`config.mk`:
```
export PLATFORM = sky130hd
export DESIGN_NAME = branch_seq_ctrl
export DESIGN_NICKNAME = d
export VERILOG_FILES = /design/src/rtl/branch_seq_ctrl.sv
export SDC_FILE = /design/constraint.sdc
export NUM_CORES = 1
export LEC_CHECK = 0
export BUFFER_PORTS_ARGS = -buffer_cell sky130_fd_sc_hd__buf_2
export CORE_MARGIN = 4
export CORE_UTILIZATION = 53
export CTS_CLUSTER_SIZE = 20
export DETAILED_ROUTE_END_ITERATION = 10
export PLACE_DENSITY = 0.8
export RECOVER_POWER = 25
export SYNTH_ARGS = -nofsm -noshare
export SYNTH_HDL_FRONTEND = slang
export SYNTH_SLANG_ARGS = --single-unit
```
`constraint.sdc`:
```
create_clock -name clk -period 2.35 [get_ports clk]
set_input_delay 0.235 -clock clk [delete_from_list [all_inputs] [get_ports clk]]
set_output_delay 0.235 -clock clk [all_outputs]
set_load 0.01 [all_outputs]
```
`src/rtl/branch_seq_ctrl.sv`:
```
// Multicycle branch sequencer: target add, rs-rt compare, flag sample, conditional PC write.
// Optional br_total/br_taken statistics counters are built when BRANCH_STATS_EN is defined.
module branch_seq_ctrl #(
    parameter int unsigned ALU_LAT  = 1,
    parameter logic [2:0]  OP_ADD   = 3'b001,
    parameter logic [2:0]  OP_SUB   = 3'b010,
    parameter logic [1:0]  PCSRC_BR = 2'b01
) (
    input  logic        clk,
    input  logic        reset,
    input  logic        start,
    input  logic [1:0]  cond,
    input  logic        flush,
    input  logic        flag_in,
    output logic [1:0]  ALUflag,
    output logic [2:0]  alu_op,
    output logic        alu_srcA,
    output logic        alu_srcB,
    output logic [1:0]  pc_src,
    output logic        pc_write,
    output logic        busy,
    output logic        done,
    output logic        taken
`ifdef BRANCH_STATS_EN
    ,
    output logic [15:0] br_total,
    output logic [15:0] br_taken
`endif
);

    typedef enum logic [2:0] {
        S_IDLE,
        S_CALC_TGT,
        S_COMPARE,
        S_WAIT,
        S_EVAL,
        S_WRITE,
        S_DONE
    } state_t;

    generate
        if (ALU_LAT == 0 || ALU_LAT > 15) begin : g_bad_alu_lat
            $error("branch_seq_ctrl: ALU_LAT must be in 1..15");
        end
    endgenerate

    localparam logic [3:0] LAT_LOAD = 4'(ALU_LAT - 1);

    state_t      state_q, state_d;
    logic [3:0]  cnt_q, cnt_d;
    logic [1:0]  alu_flag_q, alu_flag_d;
    logic        taken_q, taken_d;
    logic [2:0]  alu_op_q, alu_op_d;
    logic        alu_src_a_q, alu_src_a_d;
    logic        alu_src_b_q, alu_src_b_d;
    logic [1:0]  pc_src_q, pc_src_d;
    logic        pc_write_q, pc_write_d;
    logic        busy_q, busy_d;
    logic        done_q, done_d;

    // Sequencing; the flag select register is only reloaded when a new branch is accepted
    always_comb begin
        state_d    = state_q;
        cnt_d      = cnt_q;
        alu_flag_d = alu_flag_q;
        taken_d    = taken_q;

        case (state_q)
            S_IDLE: begin
                if (start) begin
                    state_d    = S_CALC_TGT;
                    alu_flag_d = cond;
                    taken_d    = 1'b0;
                end
            end
            S_CALC_TGT: state_d = S_COMPARE;
            S_COMPARE: begin
                state_d = S_WAIT;
                cnt_d   = LAT_LOAD;
            end
            S_WAIT: begin
                if (cnt_q == 4'd0) begin
                    state_d = S_EVAL;
                end else begin
                    cnt_d = cnt_q - 4'd1;
                end
            end
            S_EVAL: begin
                taken_d = flag_in;
                state_d = flag_in ? S_WRITE : S_DONE;
            end
            S_WRITE: state_d = S_DONE;
            S_DONE:  state_d = S_IDLE;
            default: state_d = S_IDLE;
        endcase

        // A pc_write already on the outputs stays; only the following states are dropped
        if (flush && (state_q != S_IDLE)) begin
            state_d = S_IDLE;
            taken_d = 1'b0;
        end
    end

    // Moore outputs are decoded from the next state so they register alongside it
    always_comb begin
        alu_op_d    = 3'b000;
        alu_src_a_d = 1'b0;
        alu_src_b_d = 1'b0;
        pc_src_d    = 2'b00;
        pc_write_d  = 1'b0;
        done_d      = 1'b0;
        busy_d      = (state_d != S_IDLE);

        case (state_d)
            S_CALC_TGT: alu_op_d = OP_ADD;
            S_COMPARE: begin
                alu_op_d    = OP_SUB;
                alu_src_a_d = 1'b1;
                alu_src_b_d = 1'b1;
            end
            S_WRITE: begin
                pc_src_d   = PCSRC_BR;
                pc_write_d = 1'b1;
            end
            S_DONE:  done_d = 1'b1;
            default: ;
        endcase
    end

    always_ff @(posedge clk) begin
        if (reset) begin
            state_q     <= S_IDLE;
            cnt_q       <= 4'd0;
            alu_flag_q  <= 2'b00;
            taken_q     <= 1'b0;
            alu_op_q    <= 3'b000;
            alu_src_a_q <= 1'b0;
            alu_src_b_q <= 1'b0;
            pc_src_q    <= 2'b00;
            pc_write_q  <= 1'b0;
            busy_q      <= 1'b0;
            done_q      <= 1'b0;
        end else begin
            state_q     <= state_d;
            cnt_q       <= cnt_d;
            alu_flag_q  <= alu_flag_d;
            taken_q     <= taken_d;
            alu_op_q    <= alu_op_d;
            alu_src_a_q <= alu_src_a_d;
            alu_src_b_q <= alu_src_b_d;
            pc_src_q    <= pc_src_d;
            pc_write_q  <= pc_write_d;
            busy_q      <= busy_d;
            done_q      <= done_d;
        end
    end

    assign ALUflag  = alu_flag_q;
    assign alu_op   = alu_op_q;
    assign alu_srcA = alu_src_a_q;
    assign alu_srcB = alu_src_b_q;
    assign pc_src   = pc_src_q;
    assign pc_write = pc_write_q;
    assign busy     = busy_q;
    assign done     = done_q;
    assign taken    = taken_q;

`ifdef BRANCH_STATS_EN
    logic [15:0] br_total_q, br_total_d;
    logic [15:0] br_taken_q, br_taken_d;

    // Counters step on the same edge that raises done, so they move with the pulse
    always_comb begin
        br_total_d = br_total_q + {15'd0, done_d};
        br_taken_d = br_taken_q + {15'd0, done_d & taken_d};
    end

    always_ff @(posedge clk) begin
        if (reset) begin
            br_total_q <= 16'd0;
            br_taken_q <= 16'd0;
        end else begin
            br_total_q <= br_total_d;
            br_taken_q <= br_taken_d;
        end
    end

    assign br_total = br_total_q;
    assign br_taken = br_taken_q;
`endif

endmodule

```
### Word-level counts from Yosys, hierarchy flattened

Index checks and enable logic that the tools add are counted.

| word-level totals | value |
|---|---|
| register bits after elaboration | 19 |
| bits in latches | 0 |
| memory bits (writable) | 0 |
| memory bits (read-only) | 0 |
| memories kept | 0 |

| operators by class | value |
|---|---|
| $add $sub $neg | 1 |
| multiply operators | 0 |
| div/mod/pow operators | 0 |
| order comparisons | 0 |
| equal/unequal tests | 11 |
| shift-type cells | 0 |
| mux-type cells | 14 |
| bitwise operators | 0 |
| reduce and logical (&&, ||, !) cells | 11 |

Operator list:

| operator | number |
|---|---|
| 3-bit one-hot mux with 6 select lines | 1 |
| 3-bit == test (second input constant) | 4 |
| 3-bit by 2-bit == test with 1-bit output (second input constant) | 3 |
| 3-bit two-way mux | 3 |
| 4-bit one-hot mux with 2 select lines | 1 |
| 3-bit by 1-bit == test with 1-bit output (second input constant) | 2 |
| 2-bit AND reduction | 3 |
| 3-bit nonzero test | 2 |
| 1-bit two-way mux | 5 |
| 4-bit logical NOT | 1 |
| 4-bit two-way mux | 1 |
| 2-bit != test (second input constant) | 2 |
| 2-bit one-hot mux with 2 select lines | 1 |
| 2-bit nonzero test | 2 |
| 4-bit by 1-bit subtractor with 4-bit output (second input constant) | 1 |
| 3-bit logical NOT | 1 |
| 2-bit two-way mux | 1 |
| 1-bit one-hot mux with 2 select lines | 1 |
| 2-bit OR reduction | 1 |
| 1-bit logical AND | 1 |

### Logic depth before layout (Yosys ltp)

Gate-level depths: netlist of run 1.

| depth | value |
|---|---|
| depth in word-level cells | 6 |
| mapped depth | 6 |
| mapped depth without buffers | 6 |

### Worst setup path after synthesis of run 1

No wires, ideal clock.

| timing path | value |
|---|---|
| path type | flip-flop to flip-flop |
| from | reg cnt_q[0] |
| to | reg busy_q, in the netlist busy |
| setup time | 0.095 ns |
| data arrival time | 1.398 ns |
| data required time | 2.255 ns |
| slack | 0.856 ns |
| stages on the path, launching flop included | 7 |
| path buffers | 0 |
| cell sequence | dfxtp_1 inv_1 ha_1 nor3b_2 a221o_1 a211o_1 o311ai_1 |

| between the ends | value |
|---|---|
| longest elaborated chain between the ends | 5 |

Ends and longest elaborated chain:

| item | line | source |
|---|---|---|
| start: declaration | 50 | `logic [3:0] cnt_q, cnt_d;` |
| start signal: assignment | 145 | `cnt_q <= cnt_d;` |
| 4-bit logical NOT | 82 | `if (cnt_q == 4'd0) begin` |
| 3-bit two-way mux | 82 |  |
| 3-bit one-hot mux with 6 select lines | 68 | `case (state_q)` |
| 3-bit two-way mux | 98 | `if (flush && (state_q != S_IDLE)) begin` |
| 3-bit nonzero test | 112 | `busy_d = (state_d != S_IDLE);` |
| end signal: assignment | 153 | `busy_q <= busy_d;` |
| end: declaration | 58 | `logic busy_q, busy_d;` |

Every way passes these cells.
A chain may end at the register's enable or synchronous reset.

### Worst setup path after layout of run 1

Ends and elaborated chain as after synthesis.

==> metrics.cfg, run 1 <==
[status]
status = finished clean

[yosys]
synth.area.top_cells = dfxtp_1 40%, buf_4 6.1%, nor2_1 5.5%, nor3_1 4.7%, ha_1 3.4%
synth_ff_type = dfxtp_1
synth_seq_cells = 15
synth.most_common_cell = dfxtp_1
ys_warn_count = 0
syn_avg_cell_area_um2 = 8.56
ys_async_sr_fraction_pct = 0
netlist_instances = 87
netlist_area_um2 = 744
ys_seq_area_share_pct = 40.3
yosysTopAreaCellShare_pct = 40.3
synthTopCellsByCount = 15 x dfxtp_1, 11 x nor2_1, 7 x nor3_1
synth_cell_types = 32
synth_edf_count = 0
synth_area_leader_cell = dfxtp_1

[pwr]
internal_power_mw = 0.399
power.share.sequential_pct = 53.1
p_comb_share_pct = 22.1
vdd_drop_max_mv = 0.363
power_mw = 0.569
p_switching_mw = 0.169
power_density_mw_per_mm2 = 706
swShare_pct = 29.8
leakage_nw = 0.357
clkPwrFrac_pct = 24.8

[die]
die_h_um = 45.5
die-area_mm2 = 0.00207
rows = 13
core_mm2 = 0.00132
initial_core_util_pct = 56.5
io_pins = 20
die_w_um = 45.5

[clock_network]
htreeDepth = 1
clk_latency_ns = 0.28
clkTransAtPathRegs_ns = 0.08
cts-root-buf = clkbuf_4
postCtsSetupRepairBufs = 0
tritoncts = built
clock-sinks = 15
cts_buffers = 3
cts.path.max_buffers = 2
cts.hold.buffers_added = 0
cts.repair.resized = 0

[drt]
top_layer = met4
wl_met1_um = 606
route.met3.wl_um = 98
firstDrtPassIters = 4
via_count = 595
wl_per_cell_um = 11.7
ant_nets = 0
avgViaCountPerCell = 5.17
initialDrtViolationCount = 14
finalWirelength_um = 1340
drc = 0
met2_length_um = 623

[global_route]
grt_usage_pct = 14.8
grt_pass1_wl_um = 2150
grt.overflow.total = 0
antenna_found_initial = 0
grt_pass1_vias = 516
grt_max_degree = 13

[placed_design]
hpwl_um = 1010
io_buffers = 17
dp.cells = 111
gp_congestion = 0.815

[worst_setup_path]
slowest_stage = or3_1
slowest_delay_ns = 0.40
crit_chain = inv_1, ha_1, nor3b_2, a31oi_1, or3_1, o311ai_1
cp.required_ns = 2.54
cp-start-kind = flop
cp.buffers_inverters = 1
arrival_ns = 1.79
cp_max_fo = 4
path_delay_family = simple AND/OR/NAND/NOR gates
critPathCaptureType = flop
critPathKind = flop to flop

[final_layout]
drive_gt1_share_pct = 16.0
fin_cells = 115
nNetsFinal = 110
antenna_cells = 0
fillers = 124
area.growth.synth_to_final_pct = 8.24
fin_util_pct = 61.2

[timing]
skew_ns = 0.00283
period_needed_ns = 1.60
fmax_mhz = 626
rsz0062_at_grt = no
fin_crit_sh_pct = 68.0
setup_viol = 0
final_max_slew_viol_count = 0
tns_ns = 0
holdWs_ns = 0.190
hold_viol = 0

[hold_path]
worstHoldPathType = input port to flop

[run]
max-cap-violations = 0

-- routing by layer --
| metal | vias to the layer above | GRT usage (%) |
|---|---|---|
| met5 | - | 0 |
| met4 | 0 | 7.02 |
| met3 | 2 | 5.93 |
| met2 | 20 | 22.8 |
| met1 | 259 | 17.7 |
| li1 | 314 | - |
-- worst paths after layout --
kind	startpoint	end	slack, ns	cells after the start
max	cnt_q[0]	busy	0.75	6
min	cond[1]	ALUflag[1]	0.19	3
max reg2reg	cnt_q[0]	busy	0.75	6
min reg2reg	ALUflag[1]	ALUflag[1]	0.51	2
-- power by group through the flow --
stage	clock (mW)	combinational [mW]	sequential [mW]
floorplan	0	0.113	0.299
global placement	0	0.126	0.307
detailed placement	0	0.128	0.307
CTS	0.148	0.128	0.302
global route	0.159	0.142	0.306
finish	0.141	0.126	0.302
-- cell usage in the layout (no fill, tap or decap), types with 2 or more instances in the layout --
cell | synthesis | layout
nand3_1 | 2 | 2
nand2b_1 | 2 | 2
nand2_1 | 4 | 4
inv_1 | 5 | 5
conb_1 | 1 | 2
mux2i_1 | 2 | 2
buf_2 | 1 | 11
ha_1 | 2 | 2
nor3_1 | 7 | 7
and2_1 | 2 | 2
clkbuf_4 | 0 | 3
o21ai_0 | 3 | 3
dfxtp_1 | 15 | 15
or3_1 | 2 | 2
a21oi_1 | 3 | 3
nor2b_1 | 3 | 3
xor2_1 | 2 | 2
nor2_1 | 11 | 11
clkbuf_1 | 1 | 7
-- cell type report --
type                       instances  area [um2]  share of cell area, %
tap                               15        18.8                   2.33
clock buffer                       4        26.3                   3.26
sequential                        15         300                   37.3
inverter                           5        18.8                   2.33
multi-input combinational         59         364                   45.2
timing repair buffer              17        77.6                   9.63
-- state kept, by name (all words and copies together), names as in the netlist --
register,count
state_q,3
ALUflag,2
taken,1
busy,1
pc_write,1
alu_op,2
cnt_q,4
done,1
-- worst register-to-register path: cells and delay by family (launching register included) --
family | cells | cell delay, ns
simple gates | 2 | 0.68
flops | 1 | 0.34
compound gates | 2 | 0.25
fa+ha+maj | 1 | 0.16
buf+inv | 1 | 0.08
-- per-stage QoR --
| stage | area (um2) | worst slack [ns] |
|---|---|---|
| after floorplan | 748 | 0.856 |
| after global placement | 787 | 0.821 |
| after detailed placement | 787 | 0.767 |
| after CTS | 813 | 0.741 |
| after global routing | 806 | 0.590 |
| final | 806 | 0.752 |
-- cells by family after synthesis --
kind of cell | after synthesis | share of synthesized area [%]
xor gates and xnor gates | 2 | 2.35
and+or+nand+nor | 38 | 27.7
buffers and inverters | 14 | 11.3
adders and majority gates | 2 | 3.36
other | 1 | 0.504
muxes | 2 | 2.69
DFF | 15 | 40.3
AOI/OAI and AO/OA | 13 | 11.8
Note: power is estimated with default switching activity, not from simulation.
==> inputs of run 2 (changes only) <==
ABC_AREA = 1   (was unset)
CORE_UTILIZATION = 48   (was 53)
PLACE_DENSITY = 0.74   (was 0.8)
clock period = 1.5 ns   (was 2.35 ns; I/O delays follow)
==> metrics.cfg, run 2 <==
[final_layout]
largest_reg_flops = 4  ; unchanged
mostFrequentLayoutCell = nand2_1
regMostFlops = cnt_q
mostFrequentLayoutCells = 23 x nand2_1, 15 x dfxtp_1, 14 x inv_1, 12 x nor2_1, 12 x buf_2
nNetsFinal = 125  ; +14%
area.growth.synth_to_final_pct = 12.2
antenna_cells = 0  ; unchanged
top_regs = cnt_q (4), state_q (3)
drive_gt1_share_pct = 17.4  ; +1.4 points

[worst_setup_path]
cpMostUsedCell = nand3_1
cp-start-kind = flop
slowest_delay_ns = 0.32  ; -0.08 ns
cp_max_fo = 9  ; +5
critPathKind = flop to flop
cp.required_ns = 1.68  ; -0.86 ns
crit_chain = inv_1, ha_1, nand3_1, nand2_2, nand2_1, nand3_1, nand3_1
slowest_stage = dfxtp_1
arrival_ns = 1.41  ; -0.38 ns
critPathCaptureType = flop

[yosys]
synth_edf_count = 0  ; unchanged
synth.area.top_cells = dfxtp_1 42%, nand2_1 12%, inv_1 7.4%, nor2_1 6.4%, buf_4 5.3%
netlist_area_um2 = 708  ; -4.9%
synth_cell_types = 19  ; -41%
netlist_instances = 98  ; +13%
synth_area_leader_cell = dfxtp_1
ys_warn_count = 0  ; unchanged
ys_async_sr_fraction_pct = 0  ; unchanged
synth_seq_cells = 15  ; unchanged
synth.most_common_cell = nand2_1
synth_ff_type = dfxtp_1
synthTopCellsByCount = 23 x nand2_1, 15 x dfxtp_1, 14 x inv_1
yosysTopAreaCellShare_pct = 42.4  ; +2.1 points
ys_seq_area_share_pct = 42.4  ; +2.1 points
syn_avg_cell_area_um2 = 7.23  ; -16%

[timing]
fin_crit_sh_pct = 82.2  ; +14 points
setup_viol = 0  ; unchanged
final_max_slew_viol_count = 0  ; unchanged
worst_slack_ns = 0.267  ; -0.485 ns
tns_ns = 0  ; unchanged
fmax_mhz = 811  ; +30%
rsz0062_at_grt = no
period_needed_ns = 1.23  ; -0.365 ns
skew_ns = 0.00448  ; +0.00165 ns
hold_viol = 0  ; unchanged

[clock_network]
cts.hold.buffers_added = 0  ; unchanged
clk_latency_ns = 0.28  ; about the same
clkTransAtPathRegs_ns = 0.09  ; about the same
cts_buffers = 3  ; unchanged
clock-sinks = 15  ; unchanged
postCtsSetupRepairBufs = 0  ; unchanged
cts.repair.resized = 0  ; unchanged
tritoncts = built
htreeDepth = 1  ; unchanged
cts.path.max_buffers = 2  ; unchanged
cts-root-buf = clkbuf_4

[placed_design]
io_buffers = 17  ; unchanged
hpwl_um = 1020  ; +1.2%
pre_cts_ws_ns = 0.293  ; -0.474 ns
gp_congestion = 0.830  ; +1.9%

[pwr]
power_mw = 0.930  ; +64%
vdd_drop_max_mv = 0.874  ; +140%
leakage_nw = 0.419  ; +18%
power_density_mw_per_mm2 = 1170  ; +66%

[global_route]
grt_pass1_wl_um = 2170  ; +1.3%
grt_max_degree = 10  ; -3
antenna_found_initial = 0  ; unchanged
grt_usage_pct = 14.7  ; -0.11 points
grt_pass1_vias = 540  ; +4.7%
grt.overflow.total = 0  ; unchanged

[drt]
via_count = 645  ; +8.4%
wl_per_cell_um = 10.2  ; -13%
avgViaCountPerCell = 4.96  ; -4.1%
firstDrtPassIters = 4  ; unchanged
drc = 0  ; unchanged
finalWirelength_um = 1320  ; -1.4%
initialDrtViolationCount = 10  ; -4
ant_nets = 0  ; unchanged

[run]
max-cap-violations = 0  ; unchanged

[die]
rows = 13  ; unchanged
die_w_um = 46.4  ; +2.0%
initial_core_util_pct = 52.5  ; -4.0 points
die-area_mm2 = 0.00215  ; +4.1%
io_pins = 20  ; unchanged
die_h_um = 46.4  ; +2.0%
core_mm2 = 0.00135  ; +2.5%

[hold_path]
worstHoldPathType = input port to flop

[status]
status = finished clean

## run 2: metal layers
layer  up-vias  routed length, um  GRT usage, %
met4         0                 22          9.09
met1       283                597          16.8
li1        333                  -             -
met2        23                614          21.7
met3         6                 89          7.03
met5         -                  0             0
## run 2: final cells by class
class | count | area, um2
multi-input cells | 64 | 313
well taps | 15 | 18.8
inverters | 15 | 56.3
clock inverters | 1 | 5.00
fillers | 134 | 556
flip-flops and latches | 15 | 300
repair buffers | 17 | 78.8
clock buffers | 3 | 22.5
## run 2: report_power, final
part           switching (mW)  total [mW]  internal, mW
sequential             0.0265       0.468         0.441
clock                   0.130       0.229        0.0991
combinational           0.154       0.233        0.0787
total                   0.311       0.930         0.619
## run 2: worst max-delay path, delay by kind of cell (launching register included)
| family | cells | cell delay (ns) |
|---|---|---|
| adders and majority gates | 1 | 0.18 |
| buffers and inverters | 1 | 0.11 |
| DFF | 1 | 0.32 |
| and+or+nand+nor | 5 | 0.51 |
## run 2: path summary, 6_finish.rpt
kind | startpoint | to | slack (ns) | cells after the start
setup / recovery | cnt_q[0] | busy | 0.27 | 7
hold / removal | reset | cnt_q[2] | 0.07 | 2
setup reg to reg | cnt_q[0] | busy | 0.27 | 7
hold reg to reg | cnt_q[0] | cnt_q[0] | 0.43 | 1
## run 2: logic make-up (layout without fill, tap and decap cells)
group / Yosys count / count (layout) / synth area share [%]
buf+inv: 20 / 36 / 13.3
other cells: 1 / 2 / 0.530
simple gates: 47 / 47 / 29.3
compound gates: 12 / 12 / 9.72
flops: 15 / 15 / 42.4
fa+ha+maj: 2 / 2 / 3.53
xor+xnor: 1 / 1 / 1.24
## run 2: through the flow
stage               hold WS, ns  area, um2  instances  utilization [%]
finish                   0.0741        795        130             58.9
global route             0.0627        795        130             58.9
CTS                      0.0600        806        130             59.7
detailed placement        0.369        778        126             57.6
global placement          0.368        778        126             57.6
floorplan                 0.219        712         99                -
==> inputs of run 3 (changes only) <==
ABC_AREA = 0   (was 1)
CORE_UTILIZATION = 49   (was 48)
PLACE_DENSITY = 0.75   (was 0.74)
clock period = 1.2 ns   (was 1.5 ns; I/O delays follow)
==> metrics.cfg, run 3 (same netlist as run 1, synthesis figures left out) <==
[die]
rows = 13  ; unchanged
io_pins = 20  ; unchanged
die-area_mm2 = 0.00221  ; +2.5%
die_w_um = 47.0  ; +1.2%
die_h_um = 47.0  ; +1.2%
initial_core_util_pct = 54.5  ; +2.0 points
core_mm2 = 0.00137  ; +1.2%

[pwr]
leakage_nw = 0.460  ; +9.6%
power_density_mw_per_mm2 = 1280  ; +9.1%
vdd_drop_max_mv = 0.724  ; -17%
power_mw = 1.32  ; +42%

[drt]
initialDrtViolationCount = 12  ; +2
avgViaCountPerCell = 5.15  ; +3.7%
route.met3.wl_um = 119  ; +34%
wl_met1_um = 767  ; +28%
top_layer = met4
ant_nets = 0  ; unchanged
firstDrtPassIters = 4  ; unchanged
via_count = 674  ; +4.5%
finalWirelength_um = 1750  ; +32%
wl_per_cell_um = 13.4  ; +31%
met2_length_um = 849  ; +38%
drc = 0  ; unchanged

[worst_setup_path]
cp-start-kind = flop
slowest_stage = or3_4
path_delay_family = simple AND/OR/NAND/NOR gates
crit_chain = inv_2, ha_4, nor3b_4, a31oi_2, or3_4, o311ai_1
cp_max_fo = 4  ; -5
critPathKind = flop to flop
cp.required_ns = 1.40  ; -0.28 ns
arrival_ns = 1.68  ; +0.27 ns
critPathCaptureType = flop
slowest_delay_ns = 0.42  ; +0.10 ns
cp.buffers_inverters = 1  ; unchanged

[placed_design]
hpwl_um = 1100  ; +7.8%
io_buffers = 17  ; unchanged
pre_cts_ws_ns = -0.234  ; -0.527 ns
dp.cells = 124  ; -1.6%
gp_congestion = 0.771  ; -7.2%

[timing]
fmax_mhz = 676  ; -17%
relSlewSlack_pct = 66.7
tns_ns = -1.63  ; -1.63 ns
rsz0062_at_grt = yes
setup_viol = 11  ; +11
final_max_slew_viol_count = 0  ; unchanged
hold_viol = 0  ; unchanged
period_needed_ns = 1.48  ; +0.247 ns
worst_slack_ns = -0.280  ; -0.547 ns
fin_crit_sh_pct = 123  ; +41 points
timing_worst_slew_pin_value_ns = 0.494
skew_ns = 0.00573  ; +0.00125 ns

[final_layout]
fillers = 106  ; -21%
mostFrequentLayoutCells = 15 x buf_4, 14 x buf_2, 10 x dfxtp_1, 9 x nor2_1
nNetsFinal = 126  ; +0.80%
fin_cells = 131  ; +0.77%
fin_util_pct = 75.5  ; +17 points
mostFrequentLayoutCell = buf_4
regMostFlops = cnt_q
antenna_cells = 0  ; unchanged
drive_gt1_share_pct = 48.3  ; +31 points
top_regs = cnt_q (4), state_q (3)
area.growth.synth_to_final_pct = 38.7
largest_reg_flops = 4  ; unchanged

[global_route]
grt_pass1_vias = 583  ; +8.0%
grt.overflow.total = 0  ; unchanged
grt_usage_pct = 15.7  ; +0.96 points
antenna_found_initial = 0  ; unchanged
grt_pass1_wl_um = 2440  ; +12%
grt_max_degree = 13  ; +3

[clock_network]
cts.hold.buffers_added = 0  ; unchanged
cts-root-buf = clkbuf_4
clock-sinks = 15  ; unchanged
htreeDepth = 1  ; unchanged
clkTransAtPathRegs_ns = 0.09  ; about the same
cts.path.max_buffers = 2  ; unchanged
cts_buffers = 3  ; unchanged
tritoncts = built
clk_latency_ns = 0.29  ; about the same

[status]
violations = setup timing
status = finished, violations left

[run]
max-cap-violations = 0  ; unchanged

[hold_path]
worstHoldPathType = input port to flop

==> run 3: final cells by class <==
cell class / instances / area, um2 / area share, %
clock buffer: 3 / 22.5 / 2.18
clock inverter: 1 / 5.00 / 0.485
inverter: 5 / 18.8 / 1.82
multi-input combinational: 59 / 455 / 44.1
sequential: 15 / 307 / 29.7
tap: 15 / 18.8 / 1.82
timing repair buffer: 33 / 205 / 19.9
==> run 3: path summary, 6_finish.rpt <==
kind	endpoint	from	slack (ns)	depth (start not counted)
worst max-delay path	busy	cnt_q[1]	-0.28	6
worst min-delay path	ALUflag[0]	cond[0]	0.07	3
worst max register to register	busy	cnt_q[1]	-0.28	6
worst min register to register	ALUflag[0]	ALUflag[0]	0.50	2
==> run 3: where the power goes <==
group	switching (mW)	total (mW)	internal (mW)
combinational	0.215	0.439	0.224
sequential	0.0407	0.586	0.545
clock	0.169	0.293	0.124
==> run 3: per-stage QoR <==
step	hold WS (ns)	cell area, um2
after floorplan	0.267	774
after global placement	0.357	911
after detailed placement	0.366	911
after CTS	0.0598	963
after global routing	0.0907	1030
final	0.0699	1030
==> run 3: worst register-to-register path, delay by kind of cell (launching register included) <==
| family | cells | cell delay (ns) |
|---|---|---|
| AO/OA/AOI/OAI | 2 | 0.22 |
| adder cells (fa/ha/maj) | 1 | 0.13 |
| buffers and inverters | 1 | 0.07 |
| flip-flops | 1 | 0.33 |
| AND/OR/NAND/NOR | 2 | 0.65 |
==> run 3: timing repair <==
item | CTS | global route
setup endpoints to repair | 11 | 15
setup buffers | 2 | 2
gates resized for setup | 6 | 12
pin swaps | 4 | 6
==> run 3: routing by layer <==
metal | vias to the layer above | track usage [%]
met3 | 2 | 6.51
met1 | 303 | 17.6
li1 | 350 | -
met5 | - | 0
met2 | 19 | 27.1
met4 | 0 | 4.42
